==> src/rtl/multdiv_pkg.sv <==
// Shared constants and state encoding for the iterative multiply/divide unit.
package multdiv_pkg;
  localparam int WIDTH = 32;
  localparam int ITER  = 32;

  typedef enum logic [1:0] {
    S_IDLE = 2'd0,
    S_MULT = 2'd1,
    S_DIV  = 2'd2,
    S_DONE = 2'd3
  } state_t;
endpackage

==> src/rtl/multdiv_addsub.sv <==
// Single adder/subtractor shared by the Booth and restoring-division steps.
module multdiv_addsub #(
  parameter int W = 33
) (
  input  logic [W-1:0] i_a,
  input  logic [W-1:0] i_b,
  input  logic         i_sub,
  output logic [W-1:0] o_y
);
  assign o_y = i_sub ? (i_a - i_b) : (i_a + i_b);
endmodule

==> src/rtl/multdiv_unit.sv <==
// Iterative signed multiply (radix-2 Booth) and divide (restoring), one bit per cycle,
// with a one-cycle completion strobe and a busy stall output.
module multdiv_unit #(
  parameter int WIDTH = multdiv_pkg::WIDTH,
  parameter int ITER  = multdiv_pkg::ITER
) (
  input  logic             clock,
  input  logic             ctrl_reset_n,
  input  logic [WIDTH-1:0] data_operandA,
  input  logic [WIDTH-1:0] data_operandB,
  input  logic             ctrl_MULT,
  input  logic             ctrl_DIV,
  output logic [WIDTH-1:0] data_result,
  output logic             data_exception,
  output logic             data_resultRDY,
  output logic             ctrl_busy
);
  import multdiv_pkg::*;

  localparam int CW = $clog2(ITER + 1);

  function automatic logic [WIDTH-1:0] f_mag(input logic [WIDTH-1:0] v);
    return v[WIDTH-1] ? (~v + 1'b1) : v;
  endfunction

  state_t           r_state;
  logic [WIDTH:0]   r_acc;
  logic [WIDTH-1:0] r_q;
  logic [WIDTH-1:0] r_m;
  logic             r_q1;
  logic             r_neg;
  logic [CW-1:0]    r_cnt;
  logic [WIDTH-1:0] r_result;
  logic             r_exc;
  logic             r_rdy;
  logic             r_busy;

  logic [WIDTH:0]   w_add_a;
  logic [WIDTH:0]   w_add_b;
  logic             w_sub;
  logic [WIDTH:0]   w_sum;
  logic [WIDTH:0]   w_booth;
  logic [WIDTH:0]   w_mul_acc;
  logic [WIDTH-1:0] w_mul_q;
  logic [WIDTH:0]   w_mul_hi;
  logic             w_mul_ovf;
  logic             w_div_ok;
  logic [WIDTH:0]   w_div_acc;
  logic [WIDTH-1:0] w_div_q;
  logic [WIDTH-1:0] w_quot;
  logic             w_div_ovf;

  // Booth adds/subtracts the sign-extended multiplicand; division trial-subtracts the divisor.
  always_comb begin
    w_add_a = r_acc;
    w_add_b = {r_m[WIDTH-1], r_m};
    w_sub   = r_q[0] & ~r_q1;
    if (r_state == S_DIV) begin
      w_add_a = {r_acc[WIDTH-1:0], r_q[WIDTH-1]};
      w_add_b = {1'b0, r_m};
      w_sub   = 1'b1;
    end
  end

  multdiv_addsub #(.W(WIDTH + 1)) u_addsub (
    .i_a   (w_add_a),
    .i_b   (w_add_b),
    .i_sub (w_sub),
    .o_y   (w_sum)
  );

  assign w_booth   = (r_q[0] ^ r_q1) ? w_sum : r_acc;
  assign w_mul_acc = {w_booth[WIDTH], w_booth[WIDTH:1]};
  assign w_mul_q   = {w_booth[0], r_q[WIDTH-1:1]};
  assign w_mul_hi  = {w_mul_acc[WIDTH-1:0], w_mul_q[WIDTH-1]};
  assign w_mul_ovf = ~(&w_mul_hi) & (|w_mul_hi);

  assign w_div_ok  = ~w_sum[WIDTH];
  assign w_div_acc = w_div_ok ? w_sum : w_add_a;
  assign w_div_q   = {r_q[WIDTH-2:0], w_div_ok};
  assign w_quot    = r_neg ? (~w_div_q + 1'b1) : w_div_q;
  // Same-sign quotient with the top bit set can only be MIN / -1.
  assign w_div_ovf = ~r_neg & w_div_q[WIDTH-1];

  always_ff @(posedge clock or negedge ctrl_reset_n) begin
    if (!ctrl_reset_n) begin
      r_state  <= S_IDLE;
      r_acc    <= '0;
      r_q      <= '0;
      r_m      <= '0;
      r_q1     <= 1'b0;
      r_neg    <= 1'b0;
      r_cnt    <= '0;
      r_result <= '0;
      r_exc    <= 1'b0;
      r_rdy    <= 1'b0;
      r_busy   <= 1'b0;
    end else begin
      r_rdy <= 1'b0;
      case (r_state)
        S_IDLE, S_DONE: begin
          r_state <= S_IDLE;
          if (ctrl_MULT) begin
            r_state <= S_MULT;
            r_busy  <= 1'b1;
            r_acc   <= '0;
            r_m     <= data_operandA;
            r_q     <= data_operandB;
            r_q1    <= 1'b0;
            r_cnt   <= CW'(ITER - 1);
          end else if (ctrl_DIV) begin
            if (data_operandB == '0) begin
              r_state  <= S_DONE;
              r_rdy    <= 1'b1;
              r_result <= '0;
              r_exc    <= 1'b1;
            end else begin
              r_state <= S_DIV;
              r_busy  <= 1'b1;
              r_acc   <= '0;
              r_m     <= f_mag(data_operandB);
              r_q     <= f_mag(data_operandA);
              r_neg   <= data_operandA[WIDTH-1] ^ data_operandB[WIDTH-1];
              r_cnt   <= CW'(ITER - 1);
            end
          end
        end
        S_MULT: begin
          r_acc <= w_mul_acc;
          r_q   <= w_mul_q;
          r_q1  <= r_q[0];
          r_cnt <= r_cnt - 1'b1;
          if (r_cnt == '0) begin
            r_state  <= S_DONE;
            r_busy   <= 1'b0;
            r_rdy    <= 1'b1;
            r_result <= w_mul_q;
            r_exc    <= w_mul_ovf;
          end
        end
        S_DIV: begin
          r_acc <= w_div_acc;
          r_q   <= w_div_q;
          r_cnt <= r_cnt - 1'b1;
          if (r_cnt == '0) begin
            r_state  <= S_DONE;
            r_busy   <= 1'b0;
            r_rdy    <= 1'b1;
            r_result <= w_quot;
            r_exc    <= w_div_ovf;
          end
        end
        default: r_state <= S_IDLE;
      endcase
    end
  end

  assign data_result    = r_result;
  assign data_exception = r_exc;
  assign data_resultRDY = r_rdy;
  assign ctrl_busy      = r_busy;
endmodule

==> config.mk <==
export PLATFORM = sky130hd
export DESIGN_NAME = multdiv_unit
export DESIGN_NICKNAME = d
export VERILOG_FILES = /design/src/rtl/multdiv_pkg.sv /design/src/rtl/multdiv_addsub.sv /design/src/rtl/multdiv_unit.sv
export SDC_FILE = /design/constraint.sdc
export NUM_CORES = 1
export LEC_CHECK = 0
export ABC_AREA = 1
export ABC_CLOCK_PERIOD_IN_PS = 9660
export CORE_MARGIN = 10
export CORE_UTILIZATION = 55
export DETAILED_ROUTE_END_ITERATION = 10
export HOLD_SLACK_MARGIN = 0.06
export PLACE_DENSITY = 0.71
export SYNTH_ARGS = -nofsm -noshare
export SYNTH_HDL_FRONTEND = slang
export SYNTH_HIERARCHICAL = 1
export SYNTH_SLANG_ARGS = --single-unit
==> constraint.sdc <==
create_clock -name clock -period 9.66 [get_ports clock]
set_clock_uncertainty 0.05 [all_clocks]
set_input_delay 1.932 -clock clock [delete_from_list [all_inputs] [get_ports clock]]
set_output_delay 1.932 -clock clock [all_outputs]
set_load 0.02 [all_outputs]
Word level (Yosys, flattened, before mapping)
Cells that the tools add are included.

word-level totals
  register bits = 142
  word-level logic and storage cells = 112

operators by class
  add/subtract/negate cells = 6
  equality and inequality tests = 13
  muxes and demuxes = 53
  bitwise gates (word level) = 14
  reductions and logical operators = 15

operators with widths
  cell                   count
  $mux 32                14
  $mux 33                8
  $pmux 32 s3            2
  $pmux 33 s3            1
  $add 32x1->32 const B  3
  $not 32->32            3
  $add 33x33->33         1
  $reduce_and 33->1      1
  $reduce_or 33->1       1
  $sub 33x33->33         1
  $logic_not 32->1       1
  $mux 6                 3
  $mux 1                 16
  $ne 2x2->1 const B     6
  $pmux 6 s2             1
  $logic_not 6->1        1
  $mux 2                 3
  $ne 3x3->1 const B     2
  $not 1->1              6
  $pmux 1 s2             3
  $reduce_and 3->1       2
  $sub 6x1->6 const B    1
  $reduce_and 5->1       1
  $eq 2x2->1 const B     2
  11 further kinds       18

Longest topological paths before layout
Gate-level depths: netlist (run 1).

  depth after elaboration = 10
  gate-level depth with buffers = 36

Modules after synthesis
The synthesis (run 1) kept the hierarchy.

by module, submodules not included
  module          times used  cells an instance  area each (sq um)
  multdiv_unit    1           1,875              11,264.6
  multdiv_addsub  1           669                3,291.9

Worst setup path before layout (run 1)
Ideal clock, no wire load.

  path type = reg-to-reg
  from = register r_state[0]
  to = register r_result[22], in the netlist data_result[22]
  library setup time = 0.117 ns
  arrival = 4.398 ns
  slack = 5.095 ns
  cell stages (with the launch flop) = 34
  path buffers = 4
  period minus slack after synthesis = 4.565 ns
  cells stage by stage = dfrtp_1 > inv_1 > ha_1 > buf_2 > buf_1 > clkbuf_1 > or2_2 > inv_1 > buf_2 > o21ai_0 > nand3_1 > xor2_1 > inv_1 > ha_1 > inv_1 > nor3_1 > nand2_1 > inv_1 > nand2_1 > nand2_1 > inv_1 > nand2_1 > nand2_1 > nand2_1 > ha_1 > nand3_1 > nor2_1 > nand3_1 > nand2_1 > nand3b_1 > nand3_1 > nand2_1 > nand2_1 > nand2_1

between the ends
  elaborated cells on any way between the ends = 23
  classes of those cells = add/sub: 3; eq/ne: 8; mux: 7; bitwise: 2; reduce/logical: 3

RTL lines
  what                      RTL line              source
  start: declaration        multdiv_unit.sv:26    state_t r_state;
  start signal: assignment  multdiv_unit.sv:87    r_state <= S_IDLE;
  start signal: assignment  multdiv_unit.sv:102   r_state <= S_IDLE;
  start signal: assignment  multdiv_unit.sv:104   r_state <= S_MULT;
  $eq 2x2->1                multdiv_unit.sv:58    if (r_state == S_DIV) begin
  $mux 1                    multdiv_unit.sv:58
  via w_sub                 multdiv_unit.sv:40    logic w_sub;
  $mux 33                   multdiv_addsub.sv:10  assign o_y = i_sub ? (i_a - i_b) : (i_a + i_b);
  via w_sum[32]             multdiv_unit.sv:41    logic [WIDTH:0] w_sum;
  $not 1->1                 multdiv_unit.sv:78    assign w_div_ok = ~w_sum[WIDTH];
  $not 32->32               multdiv_unit.sv:81    assign w_quot = r_neg ? (~w_div_q + 1'b1) : w_div_q;
  $add 32x1->32             multdiv_unit.sv:81
  $mux 32                   multdiv_unit.sv:81
  $mux 32                   multdiv_unit.sv:145   if (r_cnt == '0) begin
  $pmux 32 s3               multdiv_unit.sv:100   case (r_state)
  end signal: assignment    multdiv_unit.sv:137   r_result <= w_mul_q;
  end signal: assignment    multdiv_unit.sv:149   r_result <= w_quot;
  end: declaration          multdiv_unit.sv:33    logic [WIDTH-1:0] r_result;

The timed path passes the listed nets, and every way through them passes these cells. The select of a mux whose other input is x is not followed.
A chain may end at the register's enable or synchronous reset.

Worst setup path after layout (run 1)
  from = register r_state[0]
  to = register r_acc[7]

between the ends
  elaborated cells on any way between the ends = 17
  classes of those cells = add/sub: 2; eq/ne: 5; mux: 7; reduce/logical: 3

RTL lines
  what                    RTL line              source
  $eq 2x2->1              multdiv_unit.sv:58
  $mux 1                  multdiv_unit.sv:58
  via w_sub               multdiv_unit.sv:40
  $mux 33                 multdiv_addsub.sv:10
  via w_sum[32]           multdiv_unit.sv:41
  $mux 33                 multdiv_unit.sv:79    assign w_div_acc = w_div_ok ? w_sum : w_add_a;
  $pmux 33 s3             multdiv_unit.sv:100
  end signal: assignment  multdiv_unit.sv:129   r_acc <= w_mul_acc;
  end signal: assignment  multdiv_unit.sv:142   r_acc <= w_div_acc;
  end: declaration        multdiv_unit.sv:27    logic [WIDTH:0] r_acc;

The timed path passes the listed nets, and every way through them passes these cells.

==> results_dict.tcl, run 1 <==
set metrics [dict create \
    drtAntennaViolNets 0 \
    synth_edf_count 0 \
    instances_no_fill 2932 \
    synth_compound_area_share_pct 14.3 \
    die_y_um 183 \
    hpwl_um 41300 \
    placedCellCount 2900 \
    gp_congestion 1.04 \
    antenna_found_initial 1 \
    power_leakage_nw 8.46 \
    mostFrequentLayoutCells "932 x nand2_1, 309 x inv_1, 245 x nor2_1" \
    antennaDiodeCount 0 \
    clkSinkCount 142 \
    syn_area_per_cell_um2 5.72 \
    hold_buffers 0 \
    path_depth 22 \
    hold_violations 0 \
    cp_cell_sequence "inv_1 -> ha_4 -> or2_2 -> inv_1 -> o21ai_0 -> nand3_1 -> xor2_1 -> inv_1 -> ha_1 -> inv_1 -> nor3_1 -> nand2_1 -> inv_1 -> nand2_1 -> nand2_1 -> a21oi_1 -> nand2_1 -> nand2_1 -> nand2_1 -> inv_1 -> a221oi_1 -> o22ai_2" \
    rsz0062_at_grt "no" \
    synthSimpleGateAreaFrac_pct 43.1 \
    rows 59 \
    port_buffers 102 \
    nets 2694 \
    synthArstFlopShare_pct 100 \
    cts_buffers 17 \
    slew_violations 0 \
    initial_core_util_pct 55.9 \
    path_class "flop to flop" \
    layout_commonest_cell "nand2_1" \
    cp.buffers_inverters 6 \
    dpl_cell_area_mm2 0.0157 \
    yosys_warnings 6 \
    grt_overflow_total 0 \
    drive_gt1_share_pct 4.31 \
    syn_inst 2544 \
    fp.dieW_um 183 \
    worstPathArrival_ps 5830 \
    htree_num_levels 4 \
    core_area_mm2 0.0261 \
    finalCriticalPeriod_ps 5610 \
    synth-seq-cells 142 \
    grt_pass1_vias 16100 \
    cts_resized 0 \
    final_cell_area_mm2 0.0163 \
    insertion_delay_ps 430 \
    synthFlopType "dfrtp_1" \
    synth_top_family_by_area "simple AND/OR/NAND/NOR gates" \
    grt_pass1_wl_um 84900 \
    grt.total_usage_pct 31.7 \
    setup_violations 0 \
    ys_seq_area_share_pct 24.4 \
    relSlewSlack_pct 29.2 \
    vias_per_cell 5.81 \
    syn_nets 2654 \
    worst_pin_slew_ps 1060 \
    die_area_mm2 0.0334 \
    cp_slowest_cell "nand2_1" \
    period_share_pct 58.1 \
    grt_max_degree 73 \
    status "complete, no violations" \
    clock_path_buffers 2 \
    routed_wl_um 53900 \
    via_count 17000 \
    syn_to_final_growth_pct 11.9 \
    worst_r2r_path_depth 22 \
    synth-xor-area-share_pct 3.49 \
    clkSlewWorstSetupHoldPaths_ps 60 \
    pre_cts_slack_ps 4210 \
    fmax_mhz 178 \
    wl_per_cell_um 18.4 \
    cap_violations 0 \
    cts-root-buf "clkbuf_16" \
    worstHoldPathCells 2 \
    cp_top_family "simple AND/OR/NAND/NOR gates" \
    worstSetupEndpointType "flop" \
    postCtsSetupBuffers 0 \
    cts_tree "done" \
    drtIter0Drc 2037 \
    netlist_area_mm2 0.0146 \
    synthAdderAreaFrac_pct 3.66 \
    peakVddDrop_mv 0.147 \
    worstPathRequired_ps 9880 \
    dr.pass1.iters 8 \
    setup_ws_ps 4050 \
    slowest_delay_ps 750 \
    tns_ps 0 \
    hold_class "flop to flop" \
    start_kind "flop" \
    detail_route.drc_violations 0 \
    cp_max_fo 67 \
    yosysUniqueCellTypes 48 \
    synthMuxAreaShare_pct 0 \
    p_per_area_mw_per_mm2 183 \
    io_pins 103 \
]
[stage by stage]
stage	utilization, %	hold WS, ps	total power, mW
after floorplan	-	399	1.80
after global placement	60.2	413	2.24
after detailed placement	60.2	416	2.26
after CTS	62.5	433	2.95
after global routing	62.5	451	3.20
final	62.5	430	2.99
[cell type report]
type	instances	area (µm²)
flip-flops and latches	142	3550
clock buffers	19	443
inverters	317	1190
fillers	2570	9780
repair buffers	115	1110
well taps	335	419
multi-input cells	1991	9410
clock inverters	13	151
[where the power goes]
part	internal [mW]	total, mW	switching [mW]
Sequential	0.668	0.757	0.0886
Combinational	0.474	1.55	1.07
Clock	0.393	0.683	0.289
[registers in the layout (all words and copies together) (netlist names)]
signal,flops
ctrl_busy,1
r_cnt,6
r_q,32
r_q1,1
r_state,2
data_exception,1
r_m,32
data_resultRDY,1
r_neg,1
data_result,32
r_acc,33
[final timing paths]
check	from	end	slack, ps
max in group asynchronous	ctrl_reset_n	r_q[29]	6630
max reg2reg	r_state[0]	r_acc[7]	4050
min	data_result[31]	data_result[31]	430
min reg2reg	data_result[31]	data_result[31]	430
min in group asynchronous	ctrl_reset_n	r_m[16]	1490
max	r_state[0]	r_acc[7]	4050
[logic make-up (layout without fill, tap and decap cells)]
kind of cell	count (synthesis)	in the layout
flops	142	142
xor+xnor	58	58
compound gates	378	378
simple gates	1513	1513
fa+ha+maj	42	42
buf+inv	411	464
[cell usage after synthesis (all sizes together), types with 17 or more instances]
cell type | count | area, µm²
a21oi | 94 | 478
buf | 44 | 226
clkbuf | 50 | 188
dfrtp | 142 | 3550
ha | 41 | 513
inv | 316 | 1190
nand2 | 944 | 3580
nand3 | 246 | 1260
nand4 | 24 | 150
nor2 | 267 | 1090
nor3 | 17 | 95.1
o21ai | 222 | 1120
o22ai | 24 | 194
xor2 | 51 | 447
[worst register-to-register path, cell delays in order, from the launching register on]
cell and delay (ps):
dfrtp_1 370, inv_1 80, ha_4 340, or2_2 500, inv_1 560, o21ai_0 220, nand3_1 150, xor2_1 150
inv_1 60, ha_1 320, inv_1 80, nor3_1 260, nand2_1 110, inv_1 60, nand2_1 50, nand2_1 80
a21oi_1 50, nand2_1 70, nand2_1 230, nand2_1 750, inv_1 380, a221oi_1 420, o22ai_2 110
[metal layers]
layer | routed length [µm] | global-route usage (%) | vias up
li1 | - | - | 8198
met1 | 21000 | 37.2 | 7785
met2 | 25300 | 53.0 | 827
met3 | 3660 | 4.67 | 211
met4 | 3910 | 20.4 | 2
met5 | 17 | 0 | -
Power figures use the tool's default switching activity.
==> run 2, diff against run 1 <==
--- a/config.mk
+++ b/config.mk
@@ -6,12 +6,12 @@
 export NUM_CORES = 1
 export LEC_CHECK = 0
 export ABC_AREA = 1
-export ABC_CLOCK_PERIOD_IN_PS = 9660
+export ABC_CLOCK_PERIOD_IN_PS = 5050
 export CORE_MARGIN = 10
 export CORE_UTILIZATION = 55
 export DETAILED_ROUTE_END_ITERATION = 10
 export HOLD_SLACK_MARGIN = 0.06
-export PLACE_DENSITY = 0.71
+export PLACE_DENSITY = 0.74
 export SYNTH_ARGS = -nofsm -noshare
 export SYNTH_HDL_FRONTEND = slang
 export SYNTH_HIERARCHICAL = 1
==> constraint.sdc (replaced) <==
create_clock -name clock -period 5.05 [get_ports clock]
set_clock_uncertainty 0.05 [all_clocks]
set_input_delay 1.01 -clock clock [delete_from_list [all_inputs] [get_ports clock]]
set_output_delay 1.01 -clock clock [all_outputs]
set_load 0.02 [all_outputs]
==> run 2 against run 1 <==
- final cell count is 0.24% higher
- sequential power rose by 90%
- clock power increased by 82%
- sequential cell count unchanged
- highest routed layer is now met4
- global-route usage shrank 0.27 points
==> results_dict.tcl, run 2 (synthesis gave the netlist of run 1 again) <==
set metrics [dict create \
    status "complete, no violations" \
    fillCellCount 2558 \
    syn_to_final_growth_pct 12.1 \
    p_per_area_mw_per_mm2 347 \
    cp_max_fo 25 \
    power_leakage_nw 8.47 \
    nets 2700 \
    worstPathArrival_ps 4890 \
    setup_violations 0 \
    finalCriticalPeriod_ps 4650 \
    hold_class "flop to flop" \
    relSlewSlack_pct 31.8 \
    path_class "flop to flop" \
    multiInputGateArea_mm2 0.00943 \
    worst_pin_slew_ps 1020 \
    clock_path_buffers 2 \
    cts_resized 0 \
    rows 59 \
    worstPathRequired_ps 5290 \
    postCtsSetupBuffers 0 \
    drive_gt1_share_pct 4.65 \
    rsz0062_at_grt "no" \
    antenna_found_initial 1 \
    p_int_mw 2.87 \
    clkSinkCount 142 \
    vias_per_cell 5.85 \
    seqPwrFrac_pct 25.4 \
    fp.dieW_um 183 \
    cts-root-buf "clkbuf_16" \
    insertion_delay_ps 440 \
    initial_core_util_pct 55.9 \
    wl_per_cell_um 18.4 \
    fmax_mhz 215 \
    ff_latch_area_mm2 0.00355 \
    via_count 17200 \
    period_share_pct 92.1 \
    htree_num_levels 4 \
    total_power_mw 5.67 \
    grt_overflow_total 0 \
    hold_violations 0 \
    worstSetupEndpointType "flop" \
    clockPowerShare_pct 21.8 \
    detail_route.drc_violations 0 \
    cts_tree "done" \
    core_area_mm2 0.0261 \
    port_buffers 102 \
    hpwl_um 42000 \
    grt_pass1_wl_um 84500 \
    clkSlewWorstSetupHoldPaths_ps 80 \
    drtAntennaViolNets 0 \
    tns_ps 0 \
    grt_pass1_vias 15800 \
    start_kind "flop" \
    comb_power_share_pct 52.8 \
    grt_max_degree 118 \
    cap_violations 0 \
    cts_buffers 17 \
    io_pins 103 \
    slew_violations 0 \
    grt.total_usage_pct 31.4 \
    routed_wl_um 54000 \
    power.switching_mw 2.80 \
    peakVddDrop_mv 0.363 \
    dr.pass1.iters 9 \
    mostFrequentLayoutCells "931 x nand2_1, 309 x inv_1, 244 x nor2_1" \
    drtIter0Drc 2119 \
    hold_buffers 0 \
    die_y_um 183 \
    gp_congestion 1.04 \
    die_area_mm2 0.0334 \
    top_register "r_acc" \
    largest_reg_flops 33 \
    layout_commonest_cell "nand2_1" \
    sw_frac_of_total_pct 49.4 \
]
==> run 2: path summary, 6_finish.rpt <==
kind,end,from,slack (ps),depth (start not counted)
setup / recovery,r_acc[17],r_q[0],400,24
min in group asynchronous,r_acc[18],ctrl_reset_n,600,1
hold reg to reg,data_result[6],data_result[6],430,2
max in group asynchronous,r_m[28],ctrl_reset_n,3130,2
hold / removal,data_result[6],data_result[6],430,2
setup reg to reg,r_acc[17],r_q[0],400,24
==> run 2: power groups by stage <==
| stage | registers [mW] | clock network, mW | logic (mW) |
|---|---|---|---|
| 3_5_place_dp | 1.45 | 0 | 2.88 |
| 2_1_floorplan | 1.40 | 0 | 2.04 |
| 6_report | 1.44 | 1.24 | 2.99 |
| 3_3_place_gp | 1.45 | 0 | 2.83 |
| 5_1_grt | 1.46 | 1.29 | 3.32 |
| 4_1_cts | 1.43 | 1.24 | 2.89 |
==> run 2: routing by layer <==
layer / vias to the layer above / part of all wire [%] / GRT usage, %
li1: 8191 / - / -
met1: 7848 / 40 / 40.3
met2: 984 / 45 / 49.0
met3: 157 / 9.9 / 6.03
met4: 0 / 5.2 / 16.5
met5: - / 0 / 0
==> run 2: area by class of cell <==
| cell class | instances | share of cell area, % |
|---|---|---|
| diodes | 1 | 0.0153 |
| inverters | 317 | 7.29 |
| clock buffers | 17 | 2.61 |
| clock inverters | 15 | 0.789 |
| flip-flops and latches | 142 | 21.8 |
| repair buffers | 121 | 7.20 |
| multi-input cells | 1991 | 57.8 |
| well taps | 335 | 2.57 |
==> run 2: per-stage QoR <==
| stage | worst slack (ps) | hold slack [ps] | area [µm²] | instances | util [%] |
|---|---|---|---|---|---|
| floorplan | 485 | 399 | 14600 | 2544 | - |
| global placement | 396 | 407 | 15700 | 2906 | 60.4 |
| detailed placement | 207 | 409 | 15700 | 2906 | 60.4 |
| CTS | 198 | 426 | 16300 | 2938 | 62.6 |
| global route | 115 | 453 | 16300 | 2939 | 62.6 |
| finish | 400 | 428 | 16300 | 2939 | 62.6 |
==> run 2: worst max-delay path: stages, from the launching register on <==
cell	delay, ps
dfrtp_1	430
ha_1	230
or2_4	310
inv_1	90
buf_6	200
nand2_1	120
o21ai_0	120
xor2_1	170
inv_1	90
ha_1	330
nand2_1	110
inv_1	60
a21oi_1	170
nand2_2	100
nand2_1	80
nand2_2	90
nand2_1	80
nand2_1	50
nand2_1	60
nand2_1	150
buf_4	200
nand2_1	360
inv_1	360
a221oi_1	420
o22ai_2	110
